<file path="config.mk">
export PLATFORM = sky130hd
export DESIGN_NAME = calc_sequencer
export DESIGN_NICKNAME = d
export VERILOG_FILES = /design/src/rtl/calc_sequencer.sv
export SDC_FILE = /design/constraint.sdc
export NUM_CORES = 1
export LEC_CHECK = 0
export ABC_CLOCK_PERIOD_IN_PS = 2600
export CAP_MARGIN = 30
export CELL_PAD_IN_SITES_DETAIL_PLACEMENT = 1
export CELL_PAD_IN_SITES_GLOBAL_PLACEMENT = 1
export CORE_MARGIN = 1.5
export CORE_UTILIZATION = 38
export CTS_CLUSTER_DIAMETER = 150
export DETAILED_ROUTE_END_ITERATION = 10
export GPL_TIMING_DRIVEN = 1
export PLACE_DENSITY = 0.94
export SLEW_MARGIN = 20
export SYNTH_ARGS = -nofsm -noshare
export SYNTH_HDL_FRONTEND = slang
export SYNTH_SLANG_ARGS = --single-unit
</file>
<file path="constraint.sdc">
create_clock -name clk -period 2.6 [get_ports clk]
set_clock_uncertainty 0.1 [all_clocks]
set_input_delay 0.52 -clock clk [delete_from_list [all_inputs] [get_ports clk]]
set_output_delay 0.52 -clock clk [all_outputs]
set_load 0.02 [all_outputs]
</file>
<file path="src/rtl/calc_sequencer.sv">
// calc_sequencer: keypad-driven sequencer for the calculator datapath.
// Holds the two-entry operand stack (A, B), hands arithmetic to the ALU over a
// start/ready handshake and moves values to/from the register file.
module calc_sequencer #(
    parameter int unsigned      WIDTH        = 8,
    parameter int unsigned      NREGS        = 10,
    parameter logic [WIDTH-1:0] ERR_VAL      = WIDTH'(8'h7F),
    parameter int unsigned      CALC_TIMEOUT = 64
) (
    input  logic             clk,
    input  logic             reset,
    input  logic [3:0]       tecla,
    input  logic             tecla_valid,
    output logic             key,
    output logic [WIDTH-1:0] A,
    output logic [WIDTH-1:0] B,
    output logic             subtract,
    output logic             calc_start,
    input  logic             ready,
    input  logic [WIDTH-1:0] calcresult,
    input  logic             overflow,
    output logic [3:0]       regadress,
    output logic             regwrite,
    output logic [WIDTH-1:0] regstore,
    output logic             regread,
    input  logic [WIDTH-1:0] regload,
    output logic             ok
);

    localparam int unsigned CNT_W = $clog2(CALC_TIMEOUT + 1);

    localparam logic [3:0] K_DIGIT_MAX = 4'd9;
    localparam logic [3:0] K_ADD       = 4'd10;
    localparam logic [3:0] K_SUB       = 4'd11;
    localparam logic [3:0] K_STORE     = 4'd12;
    localparam logic [3:0] K_LOAD      = 4'd13;
    localparam logic [3:0] K_ENTER     = 4'd14;

    typedef enum logic [2:0] {
        S_IDLE      = 3'd0,
        S_CALC      = 3'd1,
        S_STORE     = 3'd2,
        S_LOAD_WAIT = 3'd3,
        S_LOAD_CAP  = 3'd4
    } state_t;

    state_t           r_state;
    logic [WIDTH-1:0] r_a;
    logic [WIDTH-1:0] r_b;
    logic             r_ok;
    logic             r_sub;
    logic             r_start;
    logic             r_wr;
    logic             r_rd;
    logic [3:0]       r_adr;
    logic [WIDTH-1:0] r_store;
    logic [CNT_W-1:0] r_cnt;

    state_t           w_state_nxt;
    logic [WIDTH-1:0] w_a_nxt;
    logic [WIDTH-1:0] w_b_nxt;
    logic             w_ok_nxt;
    logic             w_sub_nxt;
    logic             w_start_nxt;
    logic             w_wr_nxt;
    logic             w_rd_nxt;
    logic [3:0]       w_adr_nxt;
    logic [WIDTH-1:0] w_store_nxt;
    logic [CNT_W-1:0] w_cnt_nxt;
    logic             w_addr_ok;

    // B must name an existing register-file entry (full-width unsigned compare)
    assign w_addr_ok = (r_b < WIDTH'(NREGS));

    // Next-state and next-register logic
    always_comb begin
        w_state_nxt = r_state;
        w_a_nxt     = r_a;
        w_b_nxt     = r_b;
        w_ok_nxt    = r_ok;
        w_sub_nxt   = r_sub;
        w_start_nxt = 1'b0;
        w_wr_nxt    = 1'b0;
        w_rd_nxt    = 1'b0;
        w_adr_nxt   = r_adr;
        w_store_nxt = r_store;
        w_cnt_nxt   = r_cnt;

        case (r_state)
            S_IDLE: begin
                if (tecla_valid) begin
                    if (tecla <= K_DIGIT_MAX) begin
                        w_b_nxt  = WIDTH'(tecla);
                        w_ok_nxt = 1'b1;
                    end else if (tecla == K_ADD || tecla == K_SUB) begin
                        w_sub_nxt   = (tecla == K_SUB);
                        w_start_nxt = 1'b1;
                        w_cnt_nxt   = '0;
                        w_ok_nxt    = 1'b1;
                        w_state_nxt = S_CALC;
                    end else if (tecla == K_STORE || tecla == K_LOAD) begin
                        if (w_addr_ok) begin
                            w_adr_nxt = r_b[3:0];
                            w_ok_nxt  = 1'b1;
                            if (tecla == K_STORE) begin
                                w_store_nxt = r_a;
                                w_wr_nxt    = 1'b1;
                                w_state_nxt = S_STORE;
                            end else begin
                                w_rd_nxt    = 1'b1;
                                w_state_nxt = S_LOAD_WAIT;
                            end
                        end else begin
                            w_a_nxt  = ERR_VAL;
                            w_b_nxt  = ERR_VAL;
                            w_ok_nxt = 1'b0;
                        end
                    end else if (tecla == K_ENTER) begin
                        w_a_nxt  = r_b;
                        w_ok_nxt = 1'b1;
                    end else begin
                        w_ok_nxt = 1'b1;
                    end
                end
            end

            S_CALC: begin
                // ready takes priority over a coincident timeout
                if (ready) begin
                    if (overflow) begin
                        w_a_nxt  = ERR_VAL;
                        w_b_nxt  = ERR_VAL;
                        w_ok_nxt = 1'b0;
                    end else begin
                        w_a_nxt  = '0;
                        w_b_nxt  = calcresult;
                        w_ok_nxt = 1'b1;
                    end
                    w_state_nxt = S_IDLE;
                end else if (r_cnt == CNT_W'(CALC_TIMEOUT - 1)) begin
                    w_a_nxt     = ERR_VAL;
                    w_b_nxt     = ERR_VAL;
                    w_ok_nxt    = 1'b0;
                    w_state_nxt = S_IDLE;
                end else begin
                    w_cnt_nxt = r_cnt + CNT_W'(1);
                end
            end

            S_STORE: begin
                w_state_nxt = S_IDLE;
            end

            S_LOAD_WAIT: begin
                w_state_nxt = S_LOAD_CAP;
            end

            S_LOAD_CAP: begin
                w_b_nxt     = regload;
                w_state_nxt = S_IDLE;
            end

            default: begin
                w_state_nxt = S_IDLE;
            end
        endcase
    end

    // State and output registers with synchronous reset
    always_ff @(posedge clk) begin
        if (reset) begin
            r_state <= S_IDLE;
            r_a     <= '0;
            r_b     <= '0;
            r_ok    <= 1'b1;
            r_sub   <= 1'b0;
            r_start <= 1'b0;
            r_wr    <= 1'b0;
            r_rd    <= 1'b0;
            r_adr   <= '0;
            r_store <= '0;
            r_cnt   <= '0;
        end else begin
            r_state <= w_state_nxt;
            r_a     <= w_a_nxt;
            r_b     <= w_b_nxt;
            r_ok    <= w_ok_nxt;
            r_sub   <= w_sub_nxt;
            r_start <= w_start_nxt;
            r_wr    <= w_wr_nxt;
            r_rd    <= w_rd_nxt;
            r_adr   <= w_adr_nxt;
            r_store <= w_store_nxt;
            r_cnt   <= w_cnt_nxt;
        end
    end

    assign key        = (r_state == S_IDLE);
    assign A          = r_a;
    assign B          = r_b;
    assign ok         = r_ok;
    assign subtract   = r_sub;
    assign calc_start = r_start;
    assign regwrite   = r_wr;
    assign regread    = r_rd;
    assign regadress  = r_adr;
    assign regstore   = r_store;

endmodule

</file>
# [After elaboration in Yosys (flattened, before gate mapping)]
# Cells that the tools add are included.
# W data, S select, Z words.
[op_classes] addsub=1 magnitude_cmp=2 n_eq_ne=23 muxes=44 bitwise=6 n_reduce_logical=15
[op_table] cell="$mux W8" n=14
[op_table] cell="$mux W7" n=6
[op_table] cell="$pmux W8 S3" n=1
[op_table] cell="$mux W3" n=7
[op_table] cell="$eq A4 B4 Y1 const B" n=5
[op_table] cell="$reduce_and A6 Y1" n=3
[op_table] cell="$pmux W8 S2" n=1
[op_table] cell="$pmux W7 S2" n=1
[op_table] cell="$reduce_and A7 Y1" n=2
[op_table] cell="$mux W1" n=12
[op_table] cell="$ne A3 B1 Y1 const B" n=4
[op_table] cell="$ne A2 B2 Y1 const B" n=5
[op_table] cell="$ne A3 B3 Y1 const B" n=3
[op_table] cell="$pmux W3 S3" n=1
[op_table] cell="$lt A8 B4 Y1 const B" n=1
[op_table] cell="$add A7 B1 Y7 const B" n=1
[op_table] cell="$eq A7 B6 Y1 const B" n=1
[op_table] cell="$reduce_or A7 Y1" n=1
[op_table] cell="$not A1 Y1" n=6
[op_table] cell="$reduce_and A5 Y1" n=1
[op_table] cell="$le A4 B4 Y1 const B" n=1
[op_table] cell="$reduce_and A4 Y1" n=1
[op_table] cell="$reduce_or A4 Y1" n=1
[op_table] cell="$eq A3 B1 Y1 const B" n=1
[op_table] cell="10 further kinds" n=11
[totals] reg_bits=43 inputBits=25 output_inout_bits=34 elab_cells=102

# [Longest topological paths before layout]
# Gate-level depths: netlist of run 1.
[depth] depth_word=8 depth_mapped=6 mapped_depth_nobuf=5

# [Least setup slack after synthesis of run 1]
# OpenSTA, ideal clock, no wires.
[synth_timing] path_type="register -> register" start="reg r_state[2]" end="reg r_b[0], in the netlist B[0]" setup_time_ns=0.121 arrival_time_ns=1.827 required_time_ns=2.379 path_slack_ns=0.552 stages_incl_launch_ff=6 n_path_buf=1 period_less_slack_ns=2.048 path_cell_list="dfxtp_1 buf_2 nor3_1 nand4_1 nand4_2 mux2_2"
[synth_between] elab_chain_len=3 word_cells_on_any_way=11 classes_between="eq/ne (7); mux (1); reduce/logical (3)"
[synth_lines] element="start, declared" line_no="47" rtl="state_t r_state;"
[synth_lines] element="start signal, assigned" line_no="184" rtl="r_state <= w_state_nxt;"
[synth_lines] element="$logic_not A3 Y1 (*)"
[synth_lines] element="via key" line_no="14" rtl="output logic key,"
[synth_lines] element="$ne A3 B1 Y1 (no source line), or another cell as far along"
[synth_lines] element="$reduce_and A6 Y1 (no source line)"
[synth_lines] element="end signal, assigned" line_no="186" rtl="r_b <= w_b_nxt;"
[synth_lines] element="end, declared" line_no="49" rtl="logic [WIDTH-1:0] r_b;"
# The timed path passes the listed nets; every way through them passes the cells marked *.
# A chain may end at the register's enable or synchronous reset.

# [Worst setup path in the final report of run 1]
[layout_timing] start="reg r_state[2]" end="out key"
[layout_between] elab_chain_len=1
[layout_lines] element="$logic_not A3 Y1" line_no="198" rtl="assign key = (r_state == S_IDLE);"
[layout_lines] element="end, declared" line_no="14"
# No other way between the ends.

==> tab_implementation.tex, run 1 <==
\begin{tabular}{lr}
\hline
Metric & Value \\
\hline
\multicolumn{2}{l}{\textbf{Run status}} \\
Status & completed \\
\multicolumn{2}{l}{\textbf{Power and ir drop}} \\
Relative contribution of combinational cells to total power & 0.152 \\
Power per unit of standard cell area & between 400 and 500 nW/um\^{}2 \\
Leak & 1.011 nW \\
Fraction of power consumed by sequential logic & 0.478 \\
Switching share of power & 0.2424 \\
Internal power & 0.001096 W \\
Worst ir drop on vdd & 0.0002112 V \\
Net Sw Power & 0.0003507 W \\
Clock network fraction of total power & 0.370 \\
\multicolumn{2}{l}{\textbf{Floorplanning}} \\
Initial core utilization & 0.4032 \\
Die extent in y & 77.55 um \\
Total Die Area & 6014 sq um \\
Width of the chip & 77.55 um \\
Placement row count & 26 \\
Top-Level Pins & 59 \\
Core Area & 5238 sq um \\
\multicolumn{2}{l}{\textbf{Clocking}} \\
Clock latency reported for the late side of the worst-skew pair & 0.29 ns \\
CTS Buf Count & 5 \\
Number of gates resized after CTS & 0 \\
Clock Path Buffers & 2 \\
CTS clock-pin slew for the worst setup and hold paths & roughly 0.08 ns \\
CTS tree & yes \\
Sinks on the clock net & 43 \\
H-tree depth & 2 \\
CTS Hold Bufs & 0 \\
Root cell of the clock tree & sky130\_fd\_sc\_hd\_\_clkbuf\_8 \\
Number of buffers added for setup after CTS & 0 \\
\multicolumn{2}{l}{\textbf{Detailed routing}} \\
Routed WL per cell & 16.98 um \\
Post-DR vias/cell & around 5.5 \\
Routed vias & 2046 \\
Post-route antenna net violation count & 0 \\
First-iteration detailed-routing DRC count & 110 \\
Number of design rule violations left after detail routing & 0 \\
Drt pass-1 iters & 4 \\
Wirelength, routed & 6298 um \\
\multicolumn{2}{l}{\textbf{Yosys}} \\
Post-synth cell types & between 40 and 50 \\
Yosys warns & 0 \\
Synthesized-area fraction occupied by ao, oa, aoi and oai cells & 0.1991 \\
Area of the mapped netlist & 2112 sq um \\
Largest family of logic cells by synthesized area & simple AND/OR/NAND/NOR gates \\
Main flop type after synthesis & sky130\_fd\_sc\_hd\_\_dfxtp\_1 \\
Syn\_area\_per\_cell & 8.837 sq um \\
Cell type with the largest total area after synthesis & sky130\_fd\_sc\_hd\_\_dfxtp\_1 \\
Count of state elements after synthesis & 43 \\
Sequential share of the synthesized area & 0.4076 \\
Cells after synthesis & 239 \\
Fraction of post-synthesis cell area in the top cell type by area & 0.4076 \\
Fraction of synthesis flops using an asynchronous set or reset pin & 0 \\
Top cells by area, synth & sky130\_fd\_sc\_hd\_\_dfxtp\_1, sky130\_fd\_sc\_hd\_\_o21ai\_0, sky130\_fd\_sc\_hd\_\_mux2i\_1 \\
Number of enable flip-flop cells after synthesis & 0 \\
Share of cell area taken by muxes after synthesis & 0.07820 \\
Total nets after synthesis & 265 \\
Post-synthesis share of cell area spent on xor and xnor gates & 0.01244 \\
Area share of fa/ha/maj cells after synthesis & 0.005924 \\
Simple-gate share of the synthesized area & 0.2607 \\
\multicolumn{2}{l}{\textbf{GRT}} \\
Maximum number of pins on one net before global-route repair & 31 \\
GR Util All Layers & 0.2219 \\
Vias in the first global route & 2157 \\
Wire length of the first global-routing pass & 10680 um \\
Grt total ovfl & 0 \\
Initial antenna violation count & 0 \\
\multicolumn{2}{l}{\textbf{Worst setup path}} \\
Max FO, Critical Path & 12 \\
Endpoint type of the worst setup path & output pin \\
Critical path data required time & 1.98 ns \\
Data arrival time of the critical path & $\sim$1.9 ns \\
Startpoint Class & register \\
Crit Path Class & register to output pin \\
\multicolumn{2}{l}{\textbf{STA}} \\
Transition time of the tightest slew-check pin & 0.6048 ns \\
RSZ-0062 raised after global routing & no \\
TNS Setup & 0 ns \\
Post-route fraction of the period consumed by the critical path & 0.9537 \\
Count of endpoints failing setup in the final report & 0 \\
Hold Vio Cnt, Final & 0 \\
Slew Limit Headroom & 0.5950 \\
Final Max Tran Viols & 0 \\
Worst hold margin & 0.3423 ns \\
Period minus WS final & 2.480 ns \\
Max Fclk & 403.3 MHz \\
\multicolumn{2}{l}{\textbf{Placed design}} \\
Count of port buffers added during placement & just under 60 \\
RePlAce Congestion & 0.8450 \\
Estimated wirelength of the detail-placed design & between 4000 and 5000 um \\
\multicolumn{2}{l}{\textbf{Finish}} \\
Commonest cells after routing, fill and taps aside & sky130\_fd\_sc\_hd\_\_clkdlybuf4s50\_1, sky130\_fd\_sc\_hd\_\_dfxtp\_1, sky130\_fd\_sc\_hd\_\_o21ai\_0 \\
Fraction of final layout cells with drive strength greater than 1 & 0.1196 \\
Diode insertion count for antenna repair & 0 \\
Net count, final & 326 \\
Fill cell instance count of the final layout & 617 \\
P\&R area growth vs syn & 39.22\% \\
Register area & 860.8 sq um \\
Multi-input gate area in the final layout & about 1200 sq um \\
Most frequent standard cell in the layout excluding fill and tap cells & sky130\_fd\_sc\_hd\_\_clkdlybuf4s50\_1 \\
\multicolumn{2}{l}{\textbf{Flow run}} \\
MaxCap Viol Count & 0 \\
\multicolumn{2}{l}{\textbf{Hold path}} \\
Path category of the worst min-delay check & register to register \\
\hline
\end{tabular}
-- final timing paths --
| path | from | endpoint | slack, ns | cells after the start |
|---|---|---|---|---|
| setup / recovery | r_state[2] | key | 0.12 | 2 |
| hold / removal | r_cnt[6] | r_cnt[6] | 0.34 | 2 |
| setup reg to reg | r_state[2] | B[2] | 0.61 | 4 |
| hold reg to reg | r_cnt[6] | r_cnt[6] | 0.34 | 2 |
-- synth_stat cells, types with 2 or more instances --
library cell                n
sky130_fd_sc_hd__a21oi_1   20
sky130_fd_sc_hd__dfxtp_1   43
sky130_fd_sc_hd__o211ai_1   4
sky130_fd_sc_hd__o21ai_0   25
sky130_fd_sc_hd__or3b_1     2
sky130_fd_sc_hd__a31oi_1    4
sky130_fd_sc_hd__nor2b_1    6
sky130_fd_sc_hd__mux2_2     4
sky130_fd_sc_hd__nand2b_1  12
sky130_fd_sc_hd__or3_1      4
sky130_fd_sc_hd__nand3b_1   2
sky130_fd_sc_hd__a211o_1    2
sky130_fd_sc_hd__o21ai_1    2
sky130_fd_sc_hd__inv_1      2
sky130_fd_sc_hd__nand2_1   19
sky130_fd_sc_hd__mux2i_1   12
sky130_fd_sc_hd__buf_2      7
sky130_fd_sc_hd__a32oi_1    2
sky130_fd_sc_hd__nor3_1     5
sky130_fd_sc_hd__a31o_2     4
sky130_fd_sc_hd__clkbuf_1   7
sky130_fd_sc_hd__nor2_1     7
sky130_fd_sc_hd__xor2_1     3
sky130_fd_sc_hd__nand3_1   14
sky130_fd_sc_hd__nand4b_1   3
-- worst max-delay path, cell delays in order, from the launching register on --
cell and delay [ns]:
sky130_fd_sc_hd__dfxtp_1 0.45, sky130_fd_sc_hd__nor3_1 0.43, sky130_fd_sc_hd__clkdlybuf4s50_1 0.68
-- cell type report --
cell class / instances / area share
Multi-Input combinational cell: 178 / 0.3996
Sequential cell: 43 / 0.2928
Timing Repair Buffer: 69 / 0.2340
Tap cell: 70 / 0.02979
Clock buffer: 6 / 0.02809
Clock inverter: 2 / 0.01191
Inverter: 3 / 0.003830
-- through the flow --
step | worst slack (ns) | cell area (sq um) | cells | power, W | utilization
final | 0.1204 | 2940 | 371 | 0.001446 | 0.5614
after global routing | 0.06126 | 2940 | 371 | 0.001513 | 0.5614
after CTS | 0.1586 | 2940 | 371 | 0.001456 | 0.5614
after detailed placement | 0.1600 | 2823 | 363 | 0.0009249 | 0.5389
after global placement | 0.2121 | 2823 | 363 | 0.0009164 | 0.5389
after floorplan | 0.5522 | 2112 | 239 | 0.0008110 | -
-- power groups by stage --
stage	Combinational, W	Clock [W]	Sequential [W]
2_1_floorplan	0.0000946	0	0.000716
5_1_grt	0.000234	0.000585	0.000694
4_1_cts	0.000220	0.000545	0.000691
3_5_place_dp	0.000218	0	0.000707
3_3_place_gp	0.000211	0	0.000706
6_report	0.000219	0.000536	0.000691
-- sequential cells by signal, summed over array words and instances, names as in the netlist, 3 cells and up --
| register | flops |
|---|---|
| regstore | 8 |
| regadress | 4 |
| A | 8 |
| r_state | 3 |
| r_cnt | 7 |
| B | 8 |
-- cells by family (layout without fill, tap and decap cells) --
kind of cell	count (synthesis)	count (layout)
simple gates	88	88
compound gates	70	70
flops	43	43
buf+inv	18	80
mux	16	16
xor+xnor	3	3
fa+ha+maj	1	1
-- metal layers --
metal	wire length, um	part of all wire	track usage	vias up
li1	-	-	-	996
met1	2743	0.44	0.2678	966
met2	3178	0.50	0.3956	71
met3	263	0.042	0.04471	13
met4	113	0.018	0.06545	0
met5	0	0	0	-
Note: power is estimated with default switching activity, not from simulation.
==> inputs of run 2 (changes only) <==
Settings changed: ABC_CLOCK_PERIOD_IN_PS 2600 to 2150, CORE_UTILIZATION 38 to 32, PLACE_DENSITY 0.94 to 0.85, SLEW_MARGIN 20 to not set.
Clock period 2.6 ns to 2.15 ns, I/O delays scaled along.
==> run 2 against run 1 <==
Net effect:
- clock-buffer cell count fell by 1
- die area rose by 18%
- combinational power rose by 27%
- non-clock buffer count rose by 17
- via count rose by 2.7%
- clock power rose by 19%
- wire length fell by 0.60%
- sequential power rose by 21%
- final area rose by 4.4%
- worst setup slack improved by 0.042 ns
- total power rose by 21%
- register-to-register slack got worse by 0.38 ns
- critical path type is now input port to register
- largest power group unchanged
==> tab_implementation.tex, run 2 (synthesis gave the netlist of run 1 again) <==
\begin{tabular}{lr}
\hline
Metric & Value \\
\hline
\multicolumn{2}{l}{\textbf{Detailed routing}} \\
Routed WL per cell & roughly 16 um \\
Number of design rule violations left after detail routing & 0 \\
Post-DR vias/cell & 5.319 \\
Drt pass-1 iters & 4 \\
Routed vias & between 2000 and 2500 \\
Post-route antenna net violation count & 0 \\
Wirelength, routed & $\sim$6300 um \\
First-iteration detailed-routing DRC count & 73 \\
\multicolumn{2}{l}{\textbf{GRT}} \\
Vias in the first global route & a little over 2000 \\
Fraction of met3 tracks used by global routing & 0.02458 \\
GRT met2 Usage & 0.3055 \\
Met1 track utilization from global routing & 0.2284 \\
Maximum number of pins on one net before global-route repair & 23 \\
Initial antenna violation count & 0 \\
Wire length of the first global-routing pass & 10130 um \\
GR Util All Layers & 0.1759 \\
Grt total ovfl & 0 \\
Most heavily used metal layer in global routing & met2 \\
\multicolumn{2}{l}{\textbf{STA}} \\
Max Fclk & 503.1 MHz \\
Count of endpoints failing setup in the final report & 0 \\
Period minus WS final & 1.988 ns \\
RSZ-0062 raised after global routing & no \\
Minimum setup slack in the final design & between 0.15 and 0.2 ns \\
Transition time of the tightest slew-check pin & $\sim$0.40 ns \\
Hold Vio Cnt, Final & 0 \\
Final Max Tran Viols & 0 \\
Post-route fraction of the period consumed by the critical path & 0.9244 \\
Slew Limit Headroom & 0.7324 \\
Worst hold margin & 0.3429 ns \\
\multicolumn{2}{l}{\textbf{Hold path}} \\
Number of instances on the worst hold path & 2 \\
Startpoint of the lowest-slack hold path & r\_cnt[6] \\
Path category of the worst min-delay check & register to register \\
Hold Crit Endpoint & r\_cnt[6] \\
\multicolumn{2}{l}{\textbf{Clocking}} \\
Clock Path Buffers & 2 \\
H-tree depth & 2 \\
CTS Buf Count & 5 \\
Number of buffers added for setup after CTS & 0 \\
Root cell of the clock tree & sky130\_fd\_sc\_hd\_\_clkbuf\_8 \\
CTS tree & yes \\
Sinks on the clock net & 43 \\
Clock latency reported for the late side of the worst-skew pair & 0.30 ns \\
CTS clock-pin slew for the worst setup and hold paths & 0.08 ns \\
\multicolumn{2}{l}{\textbf{Worst setup path}} \\
Data arrival time of the critical path & 2.11 ns \\
Crit Path Class & input port to register \\
Reg-to-Reg End & A[0] \\
Reg2reg start & r\_state[0] \\
Register-to-register path setup slack & $\sim$0.23 ns \\
Startpoint Class & input port \\
R2R cell count & 7 \\
Max FO, Critical Path & 8 \\
Endpoint type of the worst setup path & register \\
Critical path data required time & 2.27 ns \\
\multicolumn{2}{l}{\textbf{Placed design}} \\
Count of port buffers added during placement & 58 \\
Placed cell count & 387 \\
Estimated wirelength of the detail-placed design & 4903 um \\
Pre-CTS setup slack & -0.1187 ns \\
RePlAce Congestion & just over 0.8 \\
\multicolumn{2}{l}{\textbf{Finish}} \\
Multi-input gate area in the final layout & 1175 sq um \\
Fraction of final layout cells with drive strength greater than 1 & 0.1667 \\
Most frequent standard cell in the layout excluding fill and tap cells & sky130\_fd\_sc\_hd\_\_clkdlybuf4s50\_1 \\
Register area & 860.8 sq um \\
Diode insertion count for antenna repair & 0 \\
Number of standard cells in the layout, taps in and fillers out & 395 \\
Net count, final & around 340 \\
Commonest cells after routing, fill and taps aside & sky130\_fd\_sc\_hd\_\_clkdlybuf4s50\_1, sky130\_fd\_sc\_hd\_\_dfxtp\_1, sky130\_fd\_sc\_hd\_\_buf\_4 \\
Layout Utilization & 0.4835 \\
P\&R area growth vs syn & 45.38\% \\
Fill cell instance count of the final layout & roughly 740 \\
\multicolumn{2}{l}{\textbf{Flow run}} \\
MaxCap Viol Count & 0 \\
\multicolumn{2}{l}{\textbf{Run status}} \\
Status & completed \\
\multicolumn{2}{l}{\textbf{Power and ir drop}} \\
Clock network fraction of total power & 0.364 \\
Power per unit of standard cell area & 569.9 nW/um\^{}2 \\
Worst ir drop on vdd & 0.0003409 V \\
Net Sw Power & roughly 0.00044 W \\
Relative contribution of combinational cells to total power & 0.159 \\
Leak & 1.088 nW \\
Fraction of power consumed by sequential logic & 0.477 \\
Switching share of power & 0.2533 \\
Internal power & $\sim$0.0013 W \\
\multicolumn{2}{l}{\textbf{Floorplanning}} \\
Initial core utilization & 0.3326 \\
Placement row count & 29 \\
Top-Level Pins & 59 \\
Die extent in y & 84.24 um \\
Core Area & 6350 sq um \\
Width of the chip & 84.24 um \\
Total Die Area & 7096 sq um \\
\hline
\end{tabular}
run 2: changes by cell type in the layout (fill, tap and decap cells not counted):
cell / delta
sky130_fd_sc_hd__buf_4: +17
sky130_fd_sc_hd__clkbuf_8: -1
sky130_fd_sc_hd__clkdlybuf4s50_1: -1
sky130_fd_sc_hd__clkinv_4: +1
sky130_fd_sc_hd__dlygate4sd2_1: +1
run 2: final cells by class:
type	count	area share
Timing Repair Buffer	86	0.2653
Clock buffer	5	0.02241
Inverter	3	0.003667
Tap cell	77	0.03138
Sequential cell	43	0.2804
Multi-Input combinational cell	178	0.3826
Clock inverter	3	0.01426
run 2: what timing repair did:
item / in CTS / in global routing
endpoints found under the setup margin: 1 / 0
resized for setup: 1 / 0
hold buffers: 0 / 0
run 2: stage by stage:
| step | setup TNS (ns) | cell area [sq um] | power, W |
|---|---|---|---|
| after CTS | 0 | 3070 | 0.001766 |
| after floorplan | 0 | 2112 | 0.0009807 |
| after global routing | 0 | 3070 | 0.001814 |
| after global placement | -1.015 | 2959 | 0.001124 |
| final | 0 | 3070 | 0.001750 |
| after detailed placement | -2.460 | 2959 | 0.001133 |
run 2: how the worst max path moves through the flow:
stage                     start  endpoint  depth (start not counted)
floorplan            r_state[2]      B[0]                          5
global placement    tecla_valid  subtract                          5
detailed placement     tecla[3]      A[0]                          7
CTS                        B[3]      B[3]                          1
global route         r_state[0]      A[0]                          7
finish                 tecla[3]      A[0]                          6
run 2: metal layers:
metal,routed length (um),vias up,share of wire
met2,3050,56,0.49
met5,0,-,0
li1,-,1032,-
met3,189,5,0.030
met4,65,0,0.010
met1,2955,1008,0.47
run 2: worst max-delay path, cell delays in order:
cell                              delay [ns]
sky130_fd_sc_hd__clkdlybuf4s50_1        0.58
sky130_fd_sc_hd__o211ai_1               0.13
sky130_fd_sc_hd__a211oi_1               0.33
sky130_fd_sc_hd__o311a_1                0.30
sky130_fd_sc_hd__buf_12                 0.15
sky130_fd_sc_hd__mux2i_1                0.20
run 2: power by group through the flow:
stage	logic, W	clock network (W)	registers [W]
2_1_floorplan	0.000114	0	0.000866
3_3_place_gp	0.000271	0	0.000853
3_5_place_dp	0.000278	0	0.000854
4_1_cts	0.000279	0.000652	0.000835
5_1_grt	0.000298	0.000678	0.000838
6_report	0.000278	0.000636	0.000835
